**src/rtl/uut_result_pkg.sv**
```systemverilog
// -----------------------------------------------------------------------------
// uut_result_pkg
// Shared types and constants for the UUT result packer.
//   packer_state_t : sequencing states of the packer FSM
//   RECORD_MAGIC   : first byte of every SD record
//   BLOCK_BYTES    : SD block size in bytes (one record per block)
//   HDR_*          : byte offsets of the record header fields
//   crc8_step      : one byte of CRC-8 (poly 0x07, MSB first)
// -----------------------------------------------------------------------------
package uut_result_pkg;

  typedef enum logic [2:0] {
    IDLE,
    MEASURE,
    BLK_REQ,
    SEND,
    WAIT_END,
    DONE
  } packer_state_t;

  localparam logic [7:0] RECORD_MAGIC = 8'hA5;
  localparam int         BLOCK_BYTES  = 512;
  localparam int         HDR_FLAGS    = 1;
  localparam int         HDR_COUNT    = 2;
  localparam int         HDR_DATA     = 6;

  // Folds one data byte into the running CRC, MSB first.
  function automatic logic [7:0] crc8_step(input logic [7:0] crc, input logic [7:0] data);
    logic [7:0] c;
    c = crc ^ data;
    for (int b = 0; b < 8; b++) begin
      c = c[7] ? ((c << 1) ^ 8'h07) : (c << 1);
    end
    return c;
  endfunction

endpackage

```
**src/rtl/crc8_serial.sv**
```systemverilog
// -----------------------------------------------------------------------------
// crc8_serial
// Byte-wide CRC-8 accumulator (poly 0x07, init 0x00, MSB first).
// Ports:
//   clk, rst  : clock, asynchronous active-high reset
//   clr       : synchronous clear back to the init value
//   en        : fold data into the CRC this cycle
//   data      : byte to fold
//   crc       : accumulated CRC (registered)
//   crc_upd   : CRC value that results from folding data now (combinational)
// -----------------------------------------------------------------------------
module crc8_serial
  import uut_result_pkg::*;
(
  input  logic       clk,
  input  logic       rst,
  input  logic       clr,
  input  logic       en,
  input  logic [7:0] data,
  output logic [7:0] crc,
  output logic [7:0] crc_upd
);

  assign crc_upd = crc8_step(crc, data);

  always_ff @(posedge clk or posedge rst) begin
    if (rst) begin
      crc <= 8'h00;
    end else if (clr) begin
      crc <= 8'h00;
    end else if (en) begin
      crc <= crc_upd;
    end
  end

endmodule

```
**src/rtl/uut_result_packer.sv**
```systemverilog
// -----------------------------------------------------------------------------
// uut_result_packer
// Measures UUT latency, captures the UUT result/error and writes one 512-byte
// record per run into the SD SPI host byte-write port, one block per run at
// sequential block addresses starting at BASE_ADDR.
// Record: [0]=A5, [1]={6'b0,timeout,err}, [2..5]=cycle count (big-endian),
//         [6..6+N-1]=result (big-endian), optional CRC-8, zero padding.
// Optional feature: define PACKER_CRC_EN to place a CRC-8 over bytes 0..5+N
// at byte 6+N.
// Ports:
//   clk, rst          : clock, asynchronous active-high reset
//   start_meas        : pulse, start a run (ignored unless idle)
//   end_uut, err_uut  : UUT finished / error, sampled together
//   output_from_UUT   : UUT result, sampled with end_uut
//   busy, done        : run in progress / one-cycle completion pulse
//   timeout           : sticky, last run hit TIMEOUT_CYCLES
//   spi_busy          : SD host busy
//   spi_w_block       : block-write request
//   spi_w_byte        : byte valid, spi_data_in carries the byte
//   spi_block_addr    : block address of the current record
// -----------------------------------------------------------------------------
module uut_result_packer
  import uut_result_pkg::*;
#(
  parameter int          OUTPUT_SIZE    = 32,
  parameter logic [31:0] TIMEOUT_CYCLES = 32'hFFFF_FFF0,
  parameter logic [31:0] BASE_ADDR      = 32'h0000_0100
) (
  input  logic                   clk,
  input  logic                   rst,
  input  logic                   start_meas,
  input  logic                   end_uut,
  input  logic                   err_uut,
  input  logic [OUTPUT_SIZE-1:0] output_from_UUT,
  output logic                   busy,
  output logic                   done,
  output logic                   timeout,
  input  logic                   spi_busy,
  output logic                   spi_w_block,
  output logic                   spi_w_byte,
  output logic [7:0]             spi_data_in,
  output logic [31:0]            spi_block_addr
);

  localparam int N_BYTES = OUTPUT_SIZE / 8;
`ifdef PACKER_CRC_EN
  localparam int PAD_START = HDR_DATA + N_BYTES + 1;
`else
  localparam int PAD_START = HDR_DATA + N_BYTES;
`endif

  if ((OUTPUT_SIZE % 8) != 0 || OUTPUT_SIZE < 8 || OUTPUT_SIZE > 4000) begin : g_bad_size
    $error("uut_result_packer: OUTPUT_SIZE must be a multiple of 8 in 8..4000");
  end
  if (PAD_START > BLOCK_BYTES) begin : g_bad_fit
    $error("uut_result_packer: record does not fit in one block");
  end

  packer_state_t          state_reg;
  logic [31:0]            count_reg;
  logic [OUTPUT_SIZE-1:0] result_reg;
  logic                   err_reg;
  logic [8:0]             idx_reg;
  logic                   seen_busy_reg;
  logic [8:0]             idx_next;
  logic [7:0]             rec_bytes [BLOCK_BYTES];

  assign idx_next = idx_reg + 9'd1;

`ifdef PACKER_CRC_EN
  logic       transfer;
  logic [7:0] crc_acc;
  logic [7:0] crc_upd;

  // Every byte accepted by the host is folded in; only bytes before the CRC
  // slot matter because the CRC byte is fetched while byte 5+N transfers.
  assign transfer = (state_reg == SEND) && !spi_busy;

  crc8_serial u_crc (
    .clk     (clk),
    .rst     (rst),
    .clr     (state_reg == BLK_REQ),
    .en      (transfer),
    .data    (spi_data_in),
    .crc     (crc_acc),
    .crc_upd (crc_upd)
  );
`endif

  // Static record image; the byte-select mux only ever reads one entry.
  for (genvar gi = 0; gi < BLOCK_BYTES; gi++) begin : g_rec
    if (gi == 0) begin : g_magic
      assign rec_bytes[gi] = RECORD_MAGIC;
    end else if (gi == HDR_FLAGS) begin : g_flags
      assign rec_bytes[gi] = {6'b0, timeout, err_reg};
    end else if (gi < HDR_DATA) begin : g_count
      assign rec_bytes[gi] = count_reg[8*(HDR_DATA-1-gi) +: 8];
    end else if (gi < HDR_DATA + N_BYTES) begin : g_result
      assign rec_bytes[gi] = result_reg[OUTPUT_SIZE-1-8*(gi-HDR_DATA) -: 8];
`ifdef PACKER_CRC_EN
    end else if (gi == HDR_DATA + N_BYTES) begin : g_crc
      assign rec_bytes[gi] = crc_upd;
`endif
    end else begin : g_pad
      assign rec_bytes[gi] = 8'h00;
    end
  end

  always_ff @(posedge clk or posedge rst) begin
    if (rst) begin
      state_reg      <= IDLE;
      count_reg      <= 32'd0;
      result_reg     <= '0;
      err_reg        <= 1'b0;
      idx_reg        <= 9'd0;
      seen_busy_reg  <= 1'b0;
      busy           <= 1'b0;
      done           <= 1'b0;
      timeout        <= 1'b0;
      spi_w_block    <= 1'b0;
      spi_w_byte     <= 1'b0;
      spi_data_in    <= 8'h00;
      spi_block_addr <= BASE_ADDR;
    end else begin
      done <= 1'b0;
      case (state_reg)
        IDLE: begin
          if (start_meas) begin
            count_reg <= 32'd0;
            timeout   <= 1'b0;
            busy      <= 1'b1;
            state_reg <= MEASURE;
          end
        end
        MEASURE: begin
          // end_uut is checked first so it wins over a coincident threshold.
          if (end_uut) begin
            result_reg  <= output_from_UUT;
            err_reg     <= err_uut;
            idx_reg     <= 9'd0;
            spi_w_block <= 1'b1;
            state_reg   <= BLK_REQ;
          end else if (count_reg == TIMEOUT_CYCLES) begin
            timeout     <= 1'b1;
            result_reg  <= '0;
            err_reg     <= 1'b0;
            idx_reg     <= 9'd0;
            spi_w_block <= 1'b1;
            state_reg   <= BLK_REQ;
          end else begin
            count_reg <= count_reg + 32'd1;
          end
        end
        BLK_REQ: begin
          if (spi_busy) begin
            spi_w_block <= 1'b0;
            spi_w_byte  <= 1'b1;
            spi_data_in <= RECORD_MAGIC;
            state_reg   <= SEND;
          end
        end
        SEND: begin
          // The next byte is preloaded on each transfer so spi_data_in is a
          // register and stays put while the host stalls.
          if (!spi_busy) begin
            if (idx_reg == 9'(BLOCK_BYTES - 1)) begin
              spi_w_byte    <= 1'b0;
              spi_data_in   <= 8'h00;
              seen_busy_reg <= 1'b0;
              state_reg     <= WAIT_END;
            end else begin
              idx_reg     <= idx_next;
              spi_data_in <= rec_bytes[idx_next];
            end
          end
        end
        WAIT_END: begin
          if (spi_busy) begin
            seen_busy_reg <= 1'b1;
          end else if (seen_busy_reg) begin
            spi_block_addr <= spi_block_addr + 32'd1;
            done           <= 1'b1;
            state_reg      <= DONE;
          end
        end
        DONE: begin
          busy      <= 1'b0;
          state_reg <= IDLE;
        end
        default: begin
          state_reg <= IDLE;
        end
      endcase
    end
  end

endmodule

```
**config.mk**
```make
export PLATFORM = sky130hd
export DESIGN_NAME = uut_result_packer
export DESIGN_NICKNAME = d
export VERILOG_FILES = /design/src/rtl/uut_result_pkg.sv /design/src/rtl/crc8_serial.sv /design/src/rtl/uut_result_packer.sv
export SDC_FILE = /design/constraint.sdc
export NUM_CORES = 1
export LEC_CHECK = 0
export BUFFER_PORTS_ARGS = -buffer_cell sky130_fd_sc_hd__buf_2
export CAP_MARGIN = 15
export CORE_MARGIN = 4
export CORE_UTILIZATION = 35
export CTS_CLUSTER_DIAMETER = 50
export DETAILED_ROUTE_END_ITERATION = 8
export GPL_ROUTABILITY_DRIVEN = 1
export GPL_TIMING_DRIVEN = 0
export PLACE_DENSITY = 0.61
export SLEW_MARGIN = 30
export SYNTH_ARGS = -nofsm -noshare
export SYNTH_HDL_FRONTEND = slang
export SYNTH_HIERARCHICAL = 1
export SYNTH_SLANG_ARGS = --single-unit
```
**constraint.sdc**
```tcl
create_clock -name clk -period 9.1 [get_ports clk]
set_clock_uncertainty 0.2 [all_clocks]
set_input_delay 1.82 -clock clk [delete_from_list [all_inputs] [get_ports clk]]
set_output_delay 1.82 -clock clk [all_outputs]
set_load 0.005 [all_outputs]
```
# After elaboration in Yosys (flattened, before gate mapping)
# Index checks and enable logic that the tools add are counted.
[totals] register_bits=123 input_bits=38 wordCells=103
[op_classes] add_sub_neg=3 order_cmp=1 n_eq_ne=19 muxes=46 bitwise_logic=2 reduce_logical=19
[ops] op="32-bit 2-to-1 mux" count=5
[ops] op="8-bit binary-select mux with 9-bit select" count=1
[ops] op="32-bit by 1-bit adder with 32-bit output, second input constant" count=2
[ops] op="32-bit case mux with 2 select lines" count=1
[ops] op="8-bit 2-to-1 mux" count=5
[ops] op="9-bit 2-to-1 mux" count=4
[ops] op="32-bit equality test, second input constant" count=1
[ops] op="3-bit 2-to-1 mux" count=8
[ops] op="2-bit != test, second input constant" count=11
[ops] op="4-bit AND reduction" count=5
[ops] op="9-bit case mux with 2 select lines" count=1
[ops] op="8-bit case mux with 2 select lines" count=1
[ops] op="3-bit case mux with 5 select lines" count=1
[ops] op="1-bit 2-to-1 mux" count=14
[ops] op="2-bit nonzero test" count=7
[ops] op="10-bit >= comparator, second input constant" count=1
[ops] op="9-bit NOT with 10-bit output" count=1
[ops] op="1-bit case mux with 2 select lines" count=5
[ops] op="9-bit by 1-bit adder with 9-bit output, second input constant" count=1
[ops] op="9-bit equality test, second input constant" count=1
[ops] op="3-bit AND reduction" count=3
[ops] op="7-bit AND reduction" count=1
[ops] op="3-bit by 2-bit equality test with 1-bit output, second input constant" count=2
[ops] op="3-bit equality test, second input constant" count=2
[ops] op="other kinds (5)" count=6

# Logic depth before layout (Yosys ltp)
[logic_depth] word_depth=8 depth_mapped=10 depth_no_buf=10

# Worst setup path after synthesis
# OpenSTA, ideal clock, no wires.
[synth_timing] path_type="input to register" from="input end_uut" to="register count_reg[18]" setup_ps=78 arrival_ps=3421 required_time_ps=8822 slack_ps=5401 stages=6 path_cell_list="nand2b_2 -> a2111o_1 -> or3_1 -> clkbuf_1 -> or3_1 -> a21oi_1"
[synth_between] elab_chain_cells=2
[synth_lines] element="from (decl)" line="uut_result_packer.sv:32" rtl="input logic end_uut,"
[synth_lines] element="2-bit != test (no source line)"
[synth_lines] element="4-bit AND reduction (no source line)"
[synth_lines] element="to (signal assigned)" line="uut_result_packer.sv:151" rtl="count_reg <= count_reg + 32'd1;"
[synth_lines] element="to (decl)" line="uut_result_packer.sv:60" rtl="logic [31:0] count_reg;"
# Every way passes these cells.
# A chain may end at the register's enable or synchronous reset.

# Final worst setup path
[layout_timing] from="input end_uut" to="register count_reg[26]"
# Same word-level chain as after synthesis.

==> flow_summary_export.csv <==
group,metric,value,unit
status,status,"finished clean",
synthesis,avgSynthCellArea,10.4,um2
clock_network,clk_pin_slew_worst_paths,0.06,ns
place,port_buffers,82,
global_routing,grt_pass1_wl,28100,um
worst_setup_path,worstPathRequired,9.23,ns
pwr,switching_share,31.3,%
floorplan,initial_utilization,36.0,%
timing,setup_viol,0,
synthesis,synth_top_area_share,48.7,%
worst_setup_path,critPathMaxFanout,7,
timing,worst_pin_slew,0.796,ns
clock_network,cts_buffers,17,
pwr,power_density,257,nW/um2
timing,finalCritPeriodShare,40.9,%
worst_hold_path,hold_path_end,"spi_data_in[4]",
floorplan,row_count,48,
place,place_inst,910,
worst_setup_path,cp-start-kind,"input pin",
synthesis,ys_ff_latch,123,
worst_setup_path,r2r-end,"spi_data_in[1]",
pwr,p_int,1.35,mW
finish,syn_to_final_growth,21.6,%
worst_setup_path,reg2regPathDepth,9,
pwr,clockPowerShare,36.2,%
timing,setup_tns,0,ns
route,drt_iter0_drc,345,
clock_network,cts_hold_buf,0,
worst_setup_path,cp-end-kind,"register",
pwr,leakage,3.44,nW
global_routing,grt_max_degree,69,
synthesis,synth_cell_types,57,
route,vias,5210,
global_routing,antenna_found_initial,0,
floorplan,core,17400,um2
pwr,vdd_drop_max,0.000150,V
clock_network,cts_resized,0,
synthesis,yosysWarnings,6,
finish,final_core_util,43.8,%
worst_setup_path,path_class,"in -> reg",
timing,hold_viol,0,
worst_setup_path,arrival,3.86,ns
floorplan,ioPinCount,83,
floorplan,fp.dieH,142,um
synthesis,yosys-top-cells-count,"122 x dfrtp_1, 55 x nand2_1, 41 x nor2_1, 37 x a22o_1, 31 x xnor2_1",
timing,min_period,3.73,ns
finish,antenna_cells,0,
synthesis,syn-cell-area,6270,um2
route,drt_wl_total,17200,um
clock_network,cts_tree,"built",
timing,slew-limit-headroom,46.5,%
synthesis,synth.net_count,645,
run,drv_cap,0,
finish,fin_nets,747,
synthesis,synth_ff_type,"dfrtp_1",
global_routing,grt-ovfl-total,0,
route,via_per_inst,5.54,
worst_hold_path,hp-start,"spi_data_in[4]",
place,dp_hpwl,12800,um
route,post_drt_wl_per_cell,18.3,um
worst_hold_path,min_delay_path_depth,2,
route,route.detailed.drc,0,
place,gp_congestion,0.898,
floorplan,die_area,20100,um2
worst_hold_path,hp-class,"reg -> reg",
pwr,p_comb_share,25.2,%
synthesis,ys_top_cells_by_area,"dfrtp_1 49%, a22o_1 5.2%, xnor2_1 4.3%",
synthesis,synth_edf_count,0,
route,postRouteAntennaNets,0,
global_routing,grt_pass1_vias,5273,
synthesis,yosysMostFrequentCell,"dfrtp_1",
clock_network,clock_latency,0.42,ns
pwr,power.share.sequential,38.5,%
worst_setup_path,rrSetupSlack,6.04,ns
finish,drive_above_1_share,20.3,%
synthesis,seq_area_frac_synth,49.1,%
timing,drv_slew,0,
timing,rsz0062_at_grt,"no",
synthesis,synth_cells,602,
clock_network,post_cts_buffers,0,
floorplan,die_w,142,um
worst_setup_path,worstReg2RegStart,"idx_reg[1]",
finish,instances_no_fill,941,
clock_network,cts_max_level,4,
global_routing,grtUsageTotal,17.6,%
synthesis,synth_top_cell_by_area,"dfrtp_1",
pwr,switchingPower,0.613,mW
synthesis,async_flop_share,100,%
clock_network,clock-sinks,123,
timing,fmax,0.268,GHz
clock_network,root_buffer,"clkbuf_16",
route,drtPass1Iterations,5,
clock_network,cts_buffer_depth,2,
metal layers:
| metal | wire length (um) | track usage (%) | up-vias |
|---|---|---|---|
| met3 | 1110 | 4.85 | 27 |
| li1 | - | - | 2444 |
| met1 | 7890 | 23.6 | 2558 |
| met5 | 0 | 0 | - |
| met4 | 344 | 5.76 | 0 |
| met2 | 7850 | 27.7 | 181 |
how the worst max path moves through the flow:
stage,start,endpoint
after CTS,end_uut,count_reg[26]
final,end_uut,count_reg[26]
after floorplan,rst,busy
after global placement,rst,count_reg[16]
after detailed placement,end_uut,count_reg[26]
after global routing,spi_busy,spi_block_addr[30]
per-stage QoR:
stage / area, um2 / total power, mW / hold slack (ns) / setup WS (ns)
3_3_place_gp: 6960 / 1.24 / 0.254 / 2.45
3_5_place_dp: 7010 / 1.26 / 0.266 / 4.98
4_1_cts: 7620 / 1.97 / 0.278 / 5.42
6_report: 7620 / 1.96 / 0.273 / 5.37
2_1_floorplan: 6270 / 1.09 / 0.265 / 3.81
5_1_grt: 7620 / 2.06 / 0.294 / 5.31
critical path: stages:
cell	delay, ns
buf_2	0.13
nand2b_2	0.23
a2111o_1	0.54
or3_1	0.37
clkbuf_1	0.20
or3_1	0.39
a21oi_1	0.17
power by group through the flow:
stage / clock network (mW) / registers, mW / logic [mW]
after floorplan: 0 / 0.722 / 0.369
after global placement: 0 / 0.756 / 0.483
after detailed placement: 0 / 0.762 / 0.496
after CTS: 0.720 / 0.753 / 0.498
after global routing: 0.745 / 0.768 / 0.542
final: 0.710 / 0.754 / 0.494
area by class of cell:
class,count,area (um2)
buffer,27,105
clock buffer,18,439
clock inverter,13,175
fill,1667,9800
inverter,14,60.1
multi-input combinational,438,3040
sequential,123,3080
tap,225,282
timing repair buffer,83,438
logic make-up (layout without fill, tap and decap cells):
kind of cell / Yosys count / after routing / share of synthesized area, %
AO/OA/AOI/OAI: 125 / 125 / 14.9
XOR/XNOR: 52 / 52 / 7.27
adder cells (fa/ha/maj): 5 / 5 / 0.998
buffers and inverters: 41 / 155 / 2.52
flip-flops: 123 / 123 / 49.1
multiplexers: 31 / 31 / 6.09
AND/OR/NAND/NOR: 225 / 225 / 19.1
layout by cell type (no fill, tap or decap), types with 12 or more instances in the layout:
cell type and instances:
dfrtp_1 122, buf_2 85, nand2_1 55, nor2_1 41
a22o_1 37, xnor2_1 31, nand4_1 28, nand3_1 22
o21ai_0 22, clkbuf_1 21, xor2_1 21, mux2i_1 19
a21oi_1 18, clkbuf_16 17, inv_1 12, or3_1 12
Power figures use the tool's default switching activity.
